[config.mk]
export PLATFORM = sky130hd
export DESIGN_NAME = multi_channel_timer
export DESIGN_NICKNAME = d
export VERILOG_FILES = /design/src/rtl/timer_pkg.sv /design/src/rtl/timer_channel.sv /design/src/rtl/multi_channel_timer.sv
export SDC_FILE = /design/constraint.sdc
export NUM_CORES = 1
export LEC_CHECK = 0
export ABC_AREA = 1
export CAP_MARGIN = 20
export CORE_MARGIN = 2
export CORE_UTILIZATION = 45
export CTS_CLUSTER_DIAMETER = 60
export CTS_CLUSTER_SIZE = 30
export DETAILED_ROUTE_END_ITERATION = 7
export PLACE_DENSITY = 0.8
export SYNTH_ARGS = -nofsm -noshare
export SYNTH_HDL_FRONTEND = slang
export SYNTH_SLANG_ARGS = --single-unit
[constraint.sdc]
create_clock -name clock -period 2.2 [get_ports clock]
set_clock_uncertainty 0.2 [all_clocks]
set_input_delay 0.22 -clock clock [delete_from_list [all_inputs] [get_ports clock]]
set_output_delay 0.22 -clock clock [all_outputs]
set_load 0.05 [all_outputs]
[src/rtl/timer_pkg.sv]
// ---------------------------------------------------------------------------
// timer_pkg
// Shared types and default sizes for multi_channel_timer and timer_channel.
//   timer_state_e          : per-channel state (IDLE, RUN, DONE)
//   DEFAULT_WIDTH          : default counter / final-value width
//   DEFAULT_CHANNELS       : default number of channels
//   DEFAULT_PRESCALE_WIDTH : default width of the shared prescaler
// ---------------------------------------------------------------------------
package timer_pkg;

  typedef enum logic [1:0] {
    IDLE = 2'd0,
    RUN  = 2'd1,
    DONE = 2'd2
  } timer_state_e;

  localparam int DEFAULT_WIDTH          = 16;
  localparam int DEFAULT_CHANNELS       = 4;
  localparam int DEFAULT_PRESCALE_WIDTH = 8;

endpackage

[src/rtl/timer_channel.sv]
// ---------------------------------------------------------------------------
// timer_channel
// One up-counting timer channel: FSM plus WIDTH-bit counter.
// Ports:
//   clock, reset  : single clock, synchronous active-high reset
//   tick          : count enable from the shared prescaler
//   active        : channel enable; low forces IDLE
//   periodic      : 1 = auto-reload on expiry, 0 = one-shot (latch done)
//   clear         : synchronous restart of the count
//   final_value   : terminal count
//   done          : one-shot expiry level (registered)
//   pulse         : one-cycle pulse on every expiry (registered)
// ---------------------------------------------------------------------------
module timer_channel
  import timer_pkg::*;
#(
  parameter int WIDTH = DEFAULT_WIDTH
) (
  input  logic             clock,
  input  logic             reset,
  input  logic             tick,
  input  logic             active,
  input  logic             periodic,
  input  logic             clear,
  input  logic [WIDTH-1:0] final_value,
  output logic             done,
  output logic             pulse
);

  localparam logic [WIDTH-1:0] CNT_ONE = WIDTH'(1);

  timer_state_e     state, state_next;
  logic [WIDTH-1:0] count, count_next;
  logic             done_next, pulse_next;

  always_ff @(posedge clock) begin
    if (reset) begin
      state <= IDLE;
      count <= '0;
      done  <= 1'b0;
      pulse <= 1'b0;
    end else begin
      state <= state_next;
      count <= count_next;
      done  <= done_next;
      pulse <= pulse_next;
    end
  end

  always_comb begin
    state_next = state;
    count_next = count;
    done_next  = done;
    pulse_next = 1'b0;
    if (!active) begin
      state_next = IDLE;
      count_next = '0;
      done_next  = 1'b0;
    end else if (clear) begin
      // Clear wins over an expiry on the same edge, so no pulse here.
      state_next = RUN;
      count_next = '0;
      done_next  = 1'b0;
    end else begin
      case (state)
        IDLE: begin
          state_next = RUN;
          count_next = '0;
          done_next  = 1'b0;
        end
        RUN: begin
          if (tick) begin
            // >= rather than == so lowering final_value mid-run cannot wrap.
            if (count >= final_value) begin
              count_next = '0;
              pulse_next = 1'b1;
              if (!periodic) begin
                state_next = DONE;
                done_next  = 1'b1;
              end
            end else begin
              count_next = count + CNT_ONE;
            end
          end
        end
        DONE: begin
          count_next = '0;
          done_next  = 1'b1;
        end
        default: begin
          state_next = IDLE;
          count_next = '0;
          done_next  = 1'b0;
        end
      endcase
    end
  end

endmodule

[src/rtl/multi_channel_timer.sv]
// ---------------------------------------------------------------------------
// multi_channel_timer
// N-channel up-counting timer with a shared prescaler.
// Build option: define TIMER_PRESCALER_EN to include the prescaler; when it is
// undefined, tick is tied high and prescale_value is ignored.
// Ports:
//   clock, reset       : single clock, synchronous active-high reset
//   prescale_value     : tick period minus one (0 = tick every cycle)
//   timer_active       : per-channel enable
//   timer_periodic     : per-channel mode, 1 = periodic, 0 = one-shot
//   timer_clear        : per-channel synchronous restart
//   timer_final_value  : channel i final value in [i*WIDTH +: WIDTH]
//   timer_done         : per-channel one-shot expiry level
//   timer_pulse        : per-channel one-cycle expiry pulse
// ---------------------------------------------------------------------------
module multi_channel_timer
  import timer_pkg::*;
#(
  parameter int WIDTH          = DEFAULT_WIDTH,
  parameter int CHANNELS       = DEFAULT_CHANNELS,
  parameter int PRESCALE_WIDTH = DEFAULT_PRESCALE_WIDTH
) (
  input  logic                      clock,
  input  logic                      reset,
  input  logic [PRESCALE_WIDTH-1:0] prescale_value,
  input  logic [CHANNELS-1:0]       timer_active,
  input  logic [CHANNELS-1:0]       timer_periodic,
  input  logic [CHANNELS-1:0]       timer_clear,
  input  logic [CHANNELS*WIDTH-1:0] timer_final_value,
  output logic [CHANNELS-1:0]       timer_done,
  output logic [CHANNELS-1:0]       timer_pulse
);

  logic tick;

`ifdef TIMER_PRESCALER_EN
  localparam logic [PRESCALE_WIDTH-1:0] PCNT_ONE = PRESCALE_WIDTH'(1);

  // Free-running and shared: a channel's first tick phase is arbitrary
  // within one prescale period.
  logic [PRESCALE_WIDTH-1:0] pcnt;

  assign tick = (pcnt >= prescale_value);

  always_ff @(posedge clock) begin
    if (reset) begin
      pcnt <= '0;
    end else if (tick) begin
      pcnt <= '0;
    end else begin
      pcnt <= pcnt + PCNT_ONE;
    end
  end
`else
  logic unused_prescale;
  assign unused_prescale = ^prescale_value;
  assign tick            = 1'b1;
`endif

  for (genvar i = 0; i < CHANNELS; i++) begin : g_ch
    timer_channel #(
      .WIDTH(WIDTH)
    ) u_channel (
      .clock      (clock),
      .reset      (reset),
      .tick       (tick),
      .active     (timer_active[i]),
      .periodic   (timer_periodic[i]),
      .clear      (timer_clear[i]),
      .final_value(timer_final_value[i*WIDTH +: WIDTH]),
      .done       (timer_done[i]),
      .pulse      (timer_pulse[i])
    );
  end

endmodule

# Word-level counts from Yosys, hierarchy flattened
# Index checks and enable logic that the tools add are counted.
# totals
word_cells,132
latchBits,0
register_bits,80
inputBits,86
output_inout_bits,8
memories,0
mem_bits_ro,0
ram_bits,0
# classes
n_div,0
n_bitwise,12
mul,0
muxes,32
n_eq_ne,28
reduce_logical,32
n_addsub,4
order_cmp,4
shifts,0
# op_table
cell,count
$add A16 B1 Y16 const B,4
$ge A16 B16 Y1,4
$pmux W2 S3,4
$reduce_and A3 Y1,8
$reduce_or A5 Y1,4
$mux W1,16
$mux W2,8
$ne A2 B2 Y1 const B,8
$reduce_or A4 Y1,4
$ne A3 B2 Y1 const B,4
$ne A3 B3 Y1 const B,4
$not A1 Y1,12
$reduce_or A3 Y1,4
$eq A2 B1 Y1 const B,4
$eq A2 B2 Y1 const B,4
$logic_not A2 Y1,4
$ne A2 B1 Y1 const B,4
$pmux W1 S2,4
$reduce_and A2 Y1,4
$reduce_or A2 Y1,4

# Longest topological paths before layout
# Gate-level depths: netlist of the first run.
# depth
word_depth,4
depth_mapped,15
depth_no_buf,15

# Hierarchy
# A second synthesis of the first run with hierarchy kept.
# unflattened
cells_unflattened,813
area_unflattened_um2,5899.4
# by_module_without_submodules
module,cells_per_inst,area_each_um2,n_inst,seq_area_each_um2
timer_channel,203,1473.9,4,400.4
multi_channel_timer,1,3.8,1,0.0

# Worst setup path after synthesis of the first run
# Ideal clock, no wire load.
# synth_path
kind,register -> register
startpoint,register g_ch[3].u_channel.count[5]
endpoint,register g_ch[3].u_channel.count[9]
t_required_ps,1934
setup_time_ps,66
synth_period_minus_slack_ps,1846
slack_ps,354
path_stages_with_launch,14
path_buffers,1
arrival_time_ps,1580
cell_sequence,dfxtp_1 -> ha_1 -> nand2_1 -> nand2_1 -> nand2_1 -> nand2_1 -> nor2_1 -> nand2_1 -> nand2_1 -> nand2_1 -> inv_2 -> nand3_2 -> buf_2 -> a21oi_2
# synth_via
elab_chain_cells,2
elab_cells_between_ends,3
cone_classes,add/sub (1); order compare (1); reduce/logical (1)
# synth_rtl
item,line,text
"start, declared",timer_channel.sv:33,"logic [WIDTH-1:0] count, count_next;"
"start signal, assigned",timer_channel.sv:44,count <= count_next;
$ge A16 B16 Y1,timer_channel.sv:74,if (count >= final_value) begin
$reduce_or A5 Y1 (no source line),-,
# Parallel ways exist; a longest one is shown, timed or not.
# A chain may end at the register's enable or synchronous reset.

# Worst setup path in the final report of the first run
# layout_path
startpoint,input port timer_final_value[11]
endpoint,register g_ch[0].u_channel.count[10]
# layout_via
elab_chain_cells,2
# layout_rtl
item,line,text
"start, declared",multi_channel_timer.sv:29,"input logic [CHANNELS*WIDTH-1:0] timer_final_value,"
$ge A16 B16 Y1,timer_channel.sv:74,
$reduce_or A5 Y1 (no source line),-,
"end signal, assigned",timer_channel.sv:44,
"end, declared",timer_channel.sv:33,
# Every way passes these cells.

==> metrics.csv, run 1 <==
stage,metric,value,unit
status,status,completed,
logic_synthesis,Synth cell types,39,
power_and_ir_drop,internal power,2.63,mW
worst_setup_path,RR Endpoint,g_ch[1].u_channel.done,
die,Die X,115,um
finish,"most common cell after layout, fill and taps aside",inv_1,
global_routing,Total GRT Usage,0.166,
finish,Layout Utilization,0.587,
die,IO Pins,94,
logic_synthesis,Synth warnings,0,
sta,min Tclk post-route,2040,ps
logic_synthesis,Post-Syn Area per Cell,7.10,um^2
clocking,CTS tree,yes,
power_and_ir_drop,Peak VDD IR,0.343,mV
finish,most frequent cells in the layout,"inv_1, nand2_1, clkdlybuf4s50_1, nor2_1",
logic_synthesis,mux contribution to synthesized area,0,
logic_synthesis,largest family of logic cells by synthesized area,simple AND/OR/NAND/NOR gates,
logic_synthesis,Synth Flop Type,dfxtp_1,
logic_synthesis,synthesized instance count,788,
power_and_ir_drop,Switching Share,0.220,
die,die height,115,um
worst_setup_path,Worst Setup EP,g_ch[0].u_channel.count[10],
die,Starting Density,0.464,
hold_path,hold_sp,g_ch[1].u_channel.count[0],
finish,design area,7080,um^2
global_routing,antenna violations before repair,0,
clocking,clock latency on the worst-skew pair,330,ps
clocking,H-tree depth,3,
detailed_routing,Iteration-0 DRC Markers,215,
global_routing,largest net degree at the start of global routing,17,
sta,Final Hold Viols,0,
logic_synthesis,Synth area leader,dfxtp_1,
power_and_ir_drop,total power,3.37,mW
clocking,clock sinks,80,
sta,Slew @ Worst Pin,555,ps
logic_synthesis,Async SR Flop Fraction,0,
worst_setup_path,R2R cell count,9,
clocking,CTS root buffer,clkbuf_16,
die,row count,40,
clocking,Post-CTS Hold Buffers,0,
detailed_routing,met1 wire length,5.16,mm
detailed_routing,Wirelength per Cell,10.3,um
sta,RSZ-0062 raised after global routing,yes,
global_routing,grt ovf,0,
power_and_ir_drop,PwrDens,476,nW/um^2
detailed_routing,DR pass1 iterations,4,
finish,Layout Nets,1061,
logic_synthesis,area share of the largest cell type after synthesis,0.286,
logic_synthesis,syn nets,954,
finish,layout cell share with drive strength beyond 1,0.0968,
placed_design,hpwl dp,8.74,mm
worst_setup_path,CP Launch Type,primary input,
worst_setup_path,CP arrival,2090,ps
placed_design,DP Area,6740,um^2
sta,max_slew headroom,0.629,
logic_synthesis,post-synthesis compound-gate area fraction,0.0723,
sta,Final Max Slew Viols,0,
detailed_routing,vias post-DR,4959,
placed_design,"worst slack, placed",-187,ps
power_and_ir_drop,combinational share of power,0.100,
detailed_routing,Routed met3 length,338,um
logic_synthesis,Synth Area in Simple Gates,0.303,
worst_setup_path,Worst Setup Path Type,in2reg,
detailed_routing,DR top layer,met4,
worst_setup_path,Worst Path Max Fanout,8,
clocking,Post-CTS Setup Inserts,0,
sta,crit share post-route,0.929,
detailed_routing,antenna-violating nets left,0,
logic_synthesis,XOR/XNOR Fraction of Synth Area,0.0345,
sta,Final setup viols,0,
finish,area delta synth->final,26.6,%
power_and_ir_drop,switching pwr,0.741,mW
logic_synthesis,Adder-Cell Fraction of Synth Area,0.179,
sta,fin worst setup slack,157,ps
global_routing,first-pass GRT wire length,18.2,mm
placed_design,Inst Count DP,1051,
die,floorplan core area,12100,um^2
logic_synthesis,Post-synth EDFFs,0,
worst_setup_path,R2R setup slack,210,ps
finish,final std cells w/o fill,1067,
finish,fillers,1102,
worst_setup_path,Worst EP required,2250,ps
detailed_routing,Via density,4.65,
clocking,Worst-path clk slew,60,ps
sta,Peak Freq,489,MHz
job,max-cap violations,0,
power_and_ir_drop,Pleak,3.21,nW
worst_setup_path,r2r startpoint,g_ch[1].u_channel.count[9],
hold_path,worst hold path class,reg2reg,
logic_synthesis,Synth Cell Area,5590,um^2
clocking,post_cts resized,0,
detailed_routing,final WL,11.0,mm
power_and_ir_drop,Seq pwr share,0.433,
logic_synthesis,#FFs+latches synth,80,
detailed_routing,Routed met2 length,5.39,mm
clocking,CTS buffer count,9,
die,die area,13300,um^2
worst_setup_path,CP Launch Point,timer_final_value[11],
placed_design,GPL Wtd Cong,0.868,
finish,diodes inserted,0,
global_routing,vias in the first global route,4544,
worst_setup_path,crit path capture type,flip-flop,
sta,hold_ws,275,ps
sta,setup_tns,0,ps
clocking,clock buffer depth,2,
logic_synthesis,Area contributors post-synth,"dfxtp_1, ha_1, inv_1, nand2_1, nor2_1",
logic_synthesis,"Seq/Total Area, Yosys",0.286,
detailed_routing,Post-route DRC,0,
placed_design,input/output buffers,85,
power_and_ir_drop,clock share of power,0.467,
[state kept, by name (all words and copies together), names as in the netlist]
signal and flops:
g_ch.u_channel.done 4, g_ch.u_channel.count 64, g_ch.u_channel.state 8, g_ch.u_channel.pulse 4
[Yosys cell counts (5+ instances only)]
library cell	instances
nand4_1	16
nor2_2	13
ha_1	80
nor3_2	5
inv_1	158
nor3b_1	6
nand3_2	9
a21oi_1	46
xnor2_1	8
xor2_1	14
dfxtp_1	80
nor4_1	9
buf_4	8
o21ai_0	15
nor3_1	20
nor2_1	82
nand2_1	152
a21oi_2	5
nand3_1	28
[critical path, stage by stage]
cell and delay, ps:
clkdlybuf4s50_1 450, inv_1 40, ha_1 310, a21oi_1 140, o21ai_0 140, a21oi_1 210, nand2_1 120, inv_2 120
nand3_4 140, nor3b_1 210
[worst min path at each step]
stage	endpoint	slack, ps	depth (start not counted)
global placement	g_ch[3].u_channel.count[0]	260	1
floorplan	g_ch[3].u_channel.pulse	100	1
finish	g_ch[1].u_channel.count[0]	270	1
global route	g_ch[1].u_channel.done	300	2
detailed placement	g_ch[1].u_channel.count[0]	270	1
CTS	g_ch[1].u_channel.count[0]	280	1
[power groups by stage]
stage	registers, mW	logic (mW)	clock network (mW)
final	1.46	0.337	1.57
after global routing	1.46	0.382	1.66
after CTS	1.46	0.339	1.61
after detailed placement	1.49	0.335	0
after global placement	1.49	0.328	0
after floorplan	1.49	0.156	0
[layout make-up]
type | count | area (um^2) | area share
clock buffers | 9 | 225 | 0.0318
clock inverters | 6 | 85.1 | 0.0120
inverters | 163 | 612 | 0.0864
multi-input cells | 534 | 3320 | 0.469
flip-flops and latches | 80 | 1600 | 0.226
well taps | 168 | 210 | 0.0297
repair buffers | 107 | 1030 | 0.145
[per-layer routing]
metal | up-vias | track usage
li1 | 2714 | -
met1 | 2168 | 0.194
met2 | 67 | 0.307
met3 | 10 | 0.0340
met4 | 0 | 0.0426
met5 | - | 0
[cell families after synthesis]
family / after synthesis
AOI/OAI and AO/OA: 74
xor gates and xnor gates: 22
adders and majority gates: 80
buffers and inverters: 175
DFF: 80
and+or+nand+nor: 357
Power figures use the tool's default switching activity.
==> run 2, diff against run 1 <==
--- a/config.mk
+++ b/config.mk
@@ -13,6 +13,7 @@
 export CTS_CLUSTER_SIZE = 30
 export DETAILED_ROUTE_END_ITERATION = 7
 export PLACE_DENSITY = 0.8
+export SETUP_SLACK_MARGIN = 0.15
 export SYNTH_ARGS = -nofsm -noshare
 export SYNTH_HDL_FRONTEND = slang
 export SYNTH_SLANG_ARGS = --single-unit
==> metrics.csv, run 2 (synthesized netlist as in run 1, its figures left out) <==
stage,metric,value,unit,change
placed_design,GPL Wtd Cong,0.868,,unchanged
power_and_ir_drop,Switching Share,0.223,,+0.00305
detailed_routing,antenna-violating nets left,0,,unchanged
power_and_ir_drop,switching pwr,0.757,mW,+2.1%
worst_setup_path,R2R cell count,11,,+2
die,Starting Density,0.464,,unchanged
global_routing,largest net degree at the start of global routing,17,,unchanged
worst_setup_path,CP Launch Type,primary input,,
finish,area delta synth->final,34.0,%,
die,floorplan core area,12100,um^2,unchanged
worst_setup_path,crit path capture type,flip-flop,,
power_and_ir_drop,Seq pwr share,0.430,,-0.003
finish,"most common cell after layout, fill and taps aside",inv_1,,
global_routing,antenna violations before repair,0,,unchanged
status,status,completed,,
power_and_ir_drop,PwrDens,453,nW/um^2,-4.9%
clocking,Worst-path clk slew,60,ps,about the same
sta,Final Max Slew Viols,0,,unchanged
finish,most frequent cells in the layout,"inv_1, nand2_1, clkdlybuf4s50_1, nor2_1",,
detailed_routing,DR pass1 iterations,4,,unchanged
clocking,CTS root buffer,clkbuf_16,,
finish,multi-input logic area,3640,um^2,+9.8%
power_and_ir_drop,internal power,2.64,mW,+0.28%
clocking,clock latency on the worst-skew pair,330,ps,about the same
sta,crit share post-route,0.903,,-0.0258
clocking,clock buffer depth,2,,unchanged
die,Die X,115,um,unchanged
finish,fillers,1019,,-7.5%
clocking,clock sinks,80,,unchanged
global_routing,first-pass GRT wire length,18.2,mm,unchanged
worst_setup_path,Worst Path Max Fanout,8,,unchanged
sta,Peak Freq,503,MHz,+2.9%
power_and_ir_drop,combinational share of power,0.107,,+0.007
clocking,Post-CTS Hold Buffers,0,,unchanged
die,die height,115,um,unchanged
power_and_ir_drop,Peak VDD IR,0.345,mV,+0.44%
detailed_routing,vias post-DR,5083,,+2.5%
finish,Layout Utilization,0.621,,+0.0342
die,row count,40,,unchanged
power_and_ir_drop,Pleak,3.31,nW,+3.0%
power_and_ir_drop,clock share of power,0.463,,-0.004
hold_path,worst hold path class,reg2reg,,
die,IO Pins,94,,unchanged
placed_design,input/output buffers,85,,unchanged
sta,hold_ws,239,ps,-35.6 ps
detailed_routing,final WL,12.0,mm,+9.2%
worst_setup_path,Worst Setup Path Type,in2reg,,
global_routing,Total GRT Usage,0.166,,unchanged
finish,layout cell share with drive strength beyond 1,0.174,,+0.0771
job,max-cap violations,0,,unchanged
global_routing,vias in the first global route,4544,,unchanged
detailed_routing,Wirelength per Cell,11.2,um,+8.8%
sta,max_slew headroom,0.590,,-0.0387
clocking,H-tree depth,3,,unchanged
sta,Slew @ Worst Pin,610,ps,+54.2 ps
worst_setup_path,CP arrival,2050,ps,-40 ps
finish,"Most flops, register",g_ch.u_channel.count,,
detailed_routing,Via density,4.75,,+2.1%
placed_design,hpwl dp,8.74,mm,unchanged
finish,Layout Nets,1065,,+0.38%
global_routing,grt ovf,0,,unchanged
sta,min Tclk post-route,1990,ps,-56.9 ps
finish,max FFs per register,64,,unchanged
clocking,CTS buffer count,9,,unchanged
worst_setup_path,Worst EP required,2260,ps,about the same
sta,Final setup viols,0,,unchanged
finish,largest registers,"g_ch.u_channel.count (64), g_ch.u_channel.state (8)",,
detailed_routing,Iteration-0 DRC Markers,200,,-7.0%
finish,register area,1620,um^2,+1.4%
hold_path,Hold Path Depth,1,,unchanged
sta,Final Hold Viols,0,,unchanged
finish,diodes inserted,0,,unchanged
sta,RSZ-0062 raised after global routing,no,,
die,die area,13300,um^2,unchanged
detailed_routing,Post-route DRC,0,,unchanged
clocking,CTS tree,yes,,
-- run 2: cell count changes in the layout (fill, tap and decap cells not counted), sizes merged --
cell	delta
dlymetal6s2s	+5
clkdlybuf4s50	-5
clkbuf	+1
clkinv	+2
inv	-1
buf	+2
-- run 2: what timing repair did --
action / 4_1_cts / 5_1_grt
setup buffers: 0 / 2
endpoints found under the hold margin: 0 / 0
setup endpoints to repair: 0 / 67
gates resized for setup: 0 / 93
-- run 2: final cells by class --
type	instances	share of cell area
flip-flops and latches	80	0.217
repair buffers	110	0.144
repair inverters	1	0.000668
clock inverters	6	0.0114
well taps	168	0.0281
clock buffers	9	0.0301
inverters	163	0.0827
multi-input cells	534	0.486
-- run 2: power by group through the flow --
stage / clock network, mW / logic, mW / registers (mW)
floorplan: 0 / 0.156 / 1.49
global placement: 0 / 0.328 / 1.49
detailed placement: 0 / 0.335 / 1.49
CTS: 1.61 / 0.339 / 1.46
global route: 1.67 / 0.408 / 1.46
finish: 1.57 / 0.364 / 1.46
-- run 2: critical path, stage by stage --
cell,delay (ps)
clkdlybuf4s50_1,450
inv_1,40
ha_1,290
nand2_1,70
nand2_1,60
nand2_1,60
nand2_1,50
nand2_1,80
nand2_2,80
nand2_2,80
nand2_2,70
inv_2,80
nand3_4,90
buf_12,170
nor3b_2,160
-- run 2: worst paths after layout --
| path | start | end | slack, ps |
|---|---|---|---|
| setup reg to reg | g_ch[3].u_channel.count[2] | g_ch[3].u_channel.count[8] | 230 |
| hold reg to reg | g_ch[3].u_channel.count[0] | g_ch[3].u_channel.count[0] | 240 |
| hold / removal | g_ch[3].u_channel.count[0] | g_ch[3].u_channel.count[0] | 240 |
| setup / recovery | timer_final_value[49] | g_ch[3].u_channel.count[8] | 210 |
-- run 2: routing by layer --
layer | global-route usage | up-vias | part of all wire
met4 | 0.0426 | 0 | 0.013
met1 | 0.194 | 2263 | 0.44
met3 | 0.0340 | 14 | 0.034
li1 | - | 2723 | -
met2 | 0.307 | 83 | 0.51
met5 | 0 | - | 0
-- run 2: per-stage QoR --
stage / power (mW) / std cells / setup slack, ps / TNS [ps] / instance area (um^2)
4_1_cts: 3.40 / 1066 / 158 / 0 / 7050
5_1_grt: 3.53 / 1071 / 97.5 / 0 / 7490
3_5_place_dp: 1.83 / 1051 / -187 / -6180 / 6740
3_3_place_gp: 1.82 / 1051 / -127 / -3400 / 6740
2_1_floorplan: 1.65 / 788 / 354 / 0 / 5590
6_report: 3.39 / 1071 / 214 / 0 / 7490
==> run 3, diff against run 2 <==
--- a/config.mk
+++ b/config.mk
@@ -7,7 +7,6 @@
 export LEC_CHECK = 0
 export ABC_AREA = 1
 export CAP_MARGIN = 20
-export CORE_MARGIN = 2
 export CORE_UTILIZATION = 45
 export CTS_CLUSTER_DIAMETER = 60
 export CTS_CLUSTER_SIZE = 30
@@ -16,4 +15,5 @@
 export SETUP_SLACK_MARGIN = 0.15
 export SYNTH_ARGS = -nofsm -noshare
 export SYNTH_HDL_FRONTEND = slang
+export SYNTH_HIERARCHICAL = 1
 export SYNTH_SLANG_ARGS = --single-unit
==> metrics.csv, run 3 <==
stage,metric,value,unit,change
status,status,completed,,
die,IO Pins,94,,unchanged
clocking,CTS buffer count,9,,unchanged
global_routing,vias in the first global route,4758,,+4.7%
clocking,Worst-path clk slew,60,ps,about the same
finish,most frequent cells in the layout,"nand2_1, inv_1, nor2_1, clkdlybuf4s50_1",,
worst_setup_path,R2R setup slack,260,ps,+30 ps
detailed_routing,Wirelength per Cell,11.4,um,+1.6%
sta,max_slew headroom,0.647,,+0.0573
worst_setup_path,r2r startpoint,g_ch[2].u_channel/count[10],,
placed_design,Inst Count DP,1123,,+6.9%
placed_design,GPL Wtd Cong,0.833,,-4.0%
logic_synthesis,Post-synth EDFFs,0,,unchanged
logic_synthesis,Synth Area in Simple Gates,0.336,,+0.0330
finish,"most common cell after layout, fill and taps aside",nand2_1,,
finish,final std cells w/o fill,1151,,+7.5%
worst_setup_path,Worst Path Max Fanout,8,,unchanged
worst_setup_path,CP Launch Point,timer_final_value[47],,
worst_setup_path,Worst EP required,2280,ps,+20 ps
power_and_ir_drop,Pleak,3.47,nW,+4.8%
worst_setup_path,RR Endpoint,g_ch[2].u_channel/count[12],,
sta,Final setup viols,0,,unchanged
worst_setup_path,CP Launch Type,primary input,,
clocking,CTS root buffer,clkbuf_16,,
logic_synthesis,synthesized instance count,813,,+3.2%
finish,fillers,1096,,+7.6%
detailed_routing,Iteration-0 DRC Markers,312,,+56%
sta,fin worst setup slack,236,ps,+22.7 ps
die,die area,13600,um^2,+1.8%
global_routing,first-pass GRT wire length,19.6,mm,+7.9%
logic_synthesis,Area contributors post-synth,"dfxtp_1, ha_1, nand2_1, inv_1, nor2_1",,
sta,min Tclk post-route,1960,ps,-22.7 ps
clocking,clock sinks,80,,unchanged
logic_synthesis,Synth Cell Area,5900,um^2,+5.5%
finish,max FFs per register,64,,unchanged
clocking,clock latency on the worst-skew pair,340,ps,about the same
logic_synthesis,area share of the largest cell type after synthesis,0.271,,-0.0149
global_routing,largest net degree at the start of global routing,16,,-1
placed_design,input/output buffers,85,,unchanged
detailed_routing,DR pass1 iterations,4,,unchanged
clocking,H-tree depth,3,,unchanged
finish,area delta synth->final,37.0,%,
global_routing,grt ovf,0,,unchanged
logic_synthesis,"Seq/Total Area, Yosys",0.271,,-0.0149
hold_path,worst hold path class,in2reg,,
placed_design,hpwl dp,9.55,mm,+9.3%
die,floorplan core area,12700,um^2,+5.5%
sta,RSZ-0062 raised after global routing,yes,,
logic_synthesis,mux contribution to synthesized area,0,,unchanged
detailed_routing,Via density,4.77,,+0.46%
hold_path,hold_sp,timer_active[3],,
sta,Slew @ Worst Pin,528,ps,-82.0 ps
logic_synthesis,Synth cell types,31,,-21%
finish,diodes inserted,0,,unchanged
die,die height,117,um,+0.89%
logic_synthesis,#FFs+latches synth,80,,unchanged
global_routing,Total GRT Usage,0.181,,+0.0156
placed_design,DP Area,7270,um^2,+7.9%
logic_synthesis,Synth Flop Type,dfxtp_1,,
finish,design area,8080,um^2,+7.9%
logic_synthesis,Synth warnings,6,,+6
hold_path,Hold EP,g_ch[3].u_channel/state[0],,
power_and_ir_drop,total power,3.34,mW,-1.5%
sta,Peak Freq,509,MHz,+1.2%
die,row count,41,,+2.5%
finish,layout cell share with drive strength beyond 1,0.222,,+0.0478
clocking,CTS tree,yes,,
hold_path,Hold Path Depth,3,,+2
detailed_routing,Post-route DRC,0,,unchanged
worst_setup_path,Worst Setup Path Type,in2reg,,
logic_synthesis,Adder-Cell Fraction of Synth Area,0.170,,-0.00934
worst_setup_path,R2R cell count,11,,unchanged
logic_synthesis,largest family of logic cells by synthesized area,simple AND/OR/NAND/NOR gates,,
finish,largest registers,"g_ch.u_channel/count (64), g_ch.u_channel/state (8)",,
worst_setup_path,crit path capture type,flip-flop,,
worst_setup_path,CP arrival,2050,ps,about the same
finish,"Most flops, register",g_ch.u_channel/count,,
detailed_routing,vias post-DR,5488,,+8.0%
job,max-cap violations,0,,unchanged
sta,crit share post-route,0.893,,-0.0103
power_and_ir_drop,PwrDens,413,nW/um^2,-8.7%
sta,Final Hold Viols,0,,unchanged
sta,hold_ws,259,ps,+19.3 ps
die,Starting Density,0.464,,about the same
logic_synthesis,XOR/XNOR Fraction of Synth Area,0.0356,,+0.00117
logic_synthesis,"top cells by count, synth","nand2_1, inv_1, nor2_1",,
die,Die X,117,um,+0.89%
clocking,clock buffer depth,2,,unchanged
detailed_routing,antenna-violating nets left,0,,unchanged
logic_synthesis,Synth area leader,dfxtp_1,,
global_routing,antenna violations before repair,0,,unchanged
logic_synthesis,"count leader, synth",nand2_1,,
detailed_routing,final WL,13.1,mm,+9.1%
logic_synthesis,post-synthesis compound-gate area fraction,0.0899,,+0.0177
finish,Layout Nets,1140,,+7.0%
logic_synthesis,Post-Syn Area per Cell,7.26,um^2,+2.3%
sta,Final Max Slew Viols,0,,unchanged
logic_synthesis,Async SR Flop Fraction,0,,unchanged
power_and_ir_drop,Peak VDD IR,0.266,mV,-23%
placed_design,"worst slack, placed",-198,ps,-10.9 ps
-- run 3: cell count changes in the layout (fill, tap and decap cells not counted), moves of 7 or more --
cell,change
a21oi_1,+7
buf_4,+14
conb_1,+28
inv_1,-30
nand2_1,+15
nand2_2,+15
nor2_2,+8
nor3_1,-12
nor3b_1,+9
nor4_1,-9
o21a_1,+7
-- run 3: worst max path at each step --
| stage | endpoint | slack, ps | depth (start not counted) |
|---|---|---|---|
| global placement | g_ch[3].u_channel/count[15] | -150 | 11 |
| finish | g_ch[2].u_channel/count[12] | 240 | 11 |
| CTS | g_ch[2].u_channel/count[12] | 150 | 11 |
| global route | g_ch[0].u_channel/count[12] | 110 | 14 |
| detailed placement | g_ch[2].u_channel/count[12] | -200 | 11 |
| floorplan | g_ch[0].u_channel/count[2] | 410 | 13 |
-- run 3: logic make-up after synthesis --
| logic type | after synthesis |
|---|---|
| xor+xnor | 24 |
| simple gates | 396 |
| flops | 80 |
| compound gates | 88 |
| buf+inv | 144 |
| other cells | 1 |
| fa+ha+maj | 80 |
-- run 3: power by group --
group	internal, mW	switching (mW)	total (mW)	leakage [nW]
sequential	1.45	0.00598	1.46	0.655
combinational	0.219	0.192	0.411	2.68
clock	0.856	0.615	1.47	0.137
-- run 3: repair_timing --
item	4_1_cts	5_1_grt
hold buffers	0	0
setup buffers	0	8
setup endpoints to repair	0	66
resized for setup	0	94
-- run 3: area by class of cell --
cell class	count	area, um^2	area share
multi-input combinational	620	4230	0.523
sequential	80	1630	0.202
timing repair buffer	127	1210	0.149
inverter	136	510	0.0632
clock buffer	12	267	0.0330
tap	172	215	0.0266
clock inverter	4	27.5	0.00341
-- run 3: layer usage --
layer,up-vias,share of wire,GRT usage
met5,-,0,0
met4,0,0.015,0.0718
met3,14,0.033,0.0311
met2,83,0.49,0.321
met1,2481,0.46,0.217
li1,2910,-,-
-- run 3: critical path, cell delays in order --
cell	delay [ps]
clkdlybuf4s50_1	450
inv_1	40
ha_1	330
a21oi_2	130
o21ai_1	80
nor2_2	150
nand2_2	100
nand2_4	100
nand3_4	150
nor2_2	150
o21a_1	120
-- run 3: through the flow --
step | setup TNS, ps | util
2_1_floorplan | 0 | -
3_3_place_gp | -4520 | 0.572
3_5_place_dp | -7560 | 0.572
4_1_cts | 0 | 0.595
5_1_grt | 0 | 0.635
6_report | 0 | 0.635
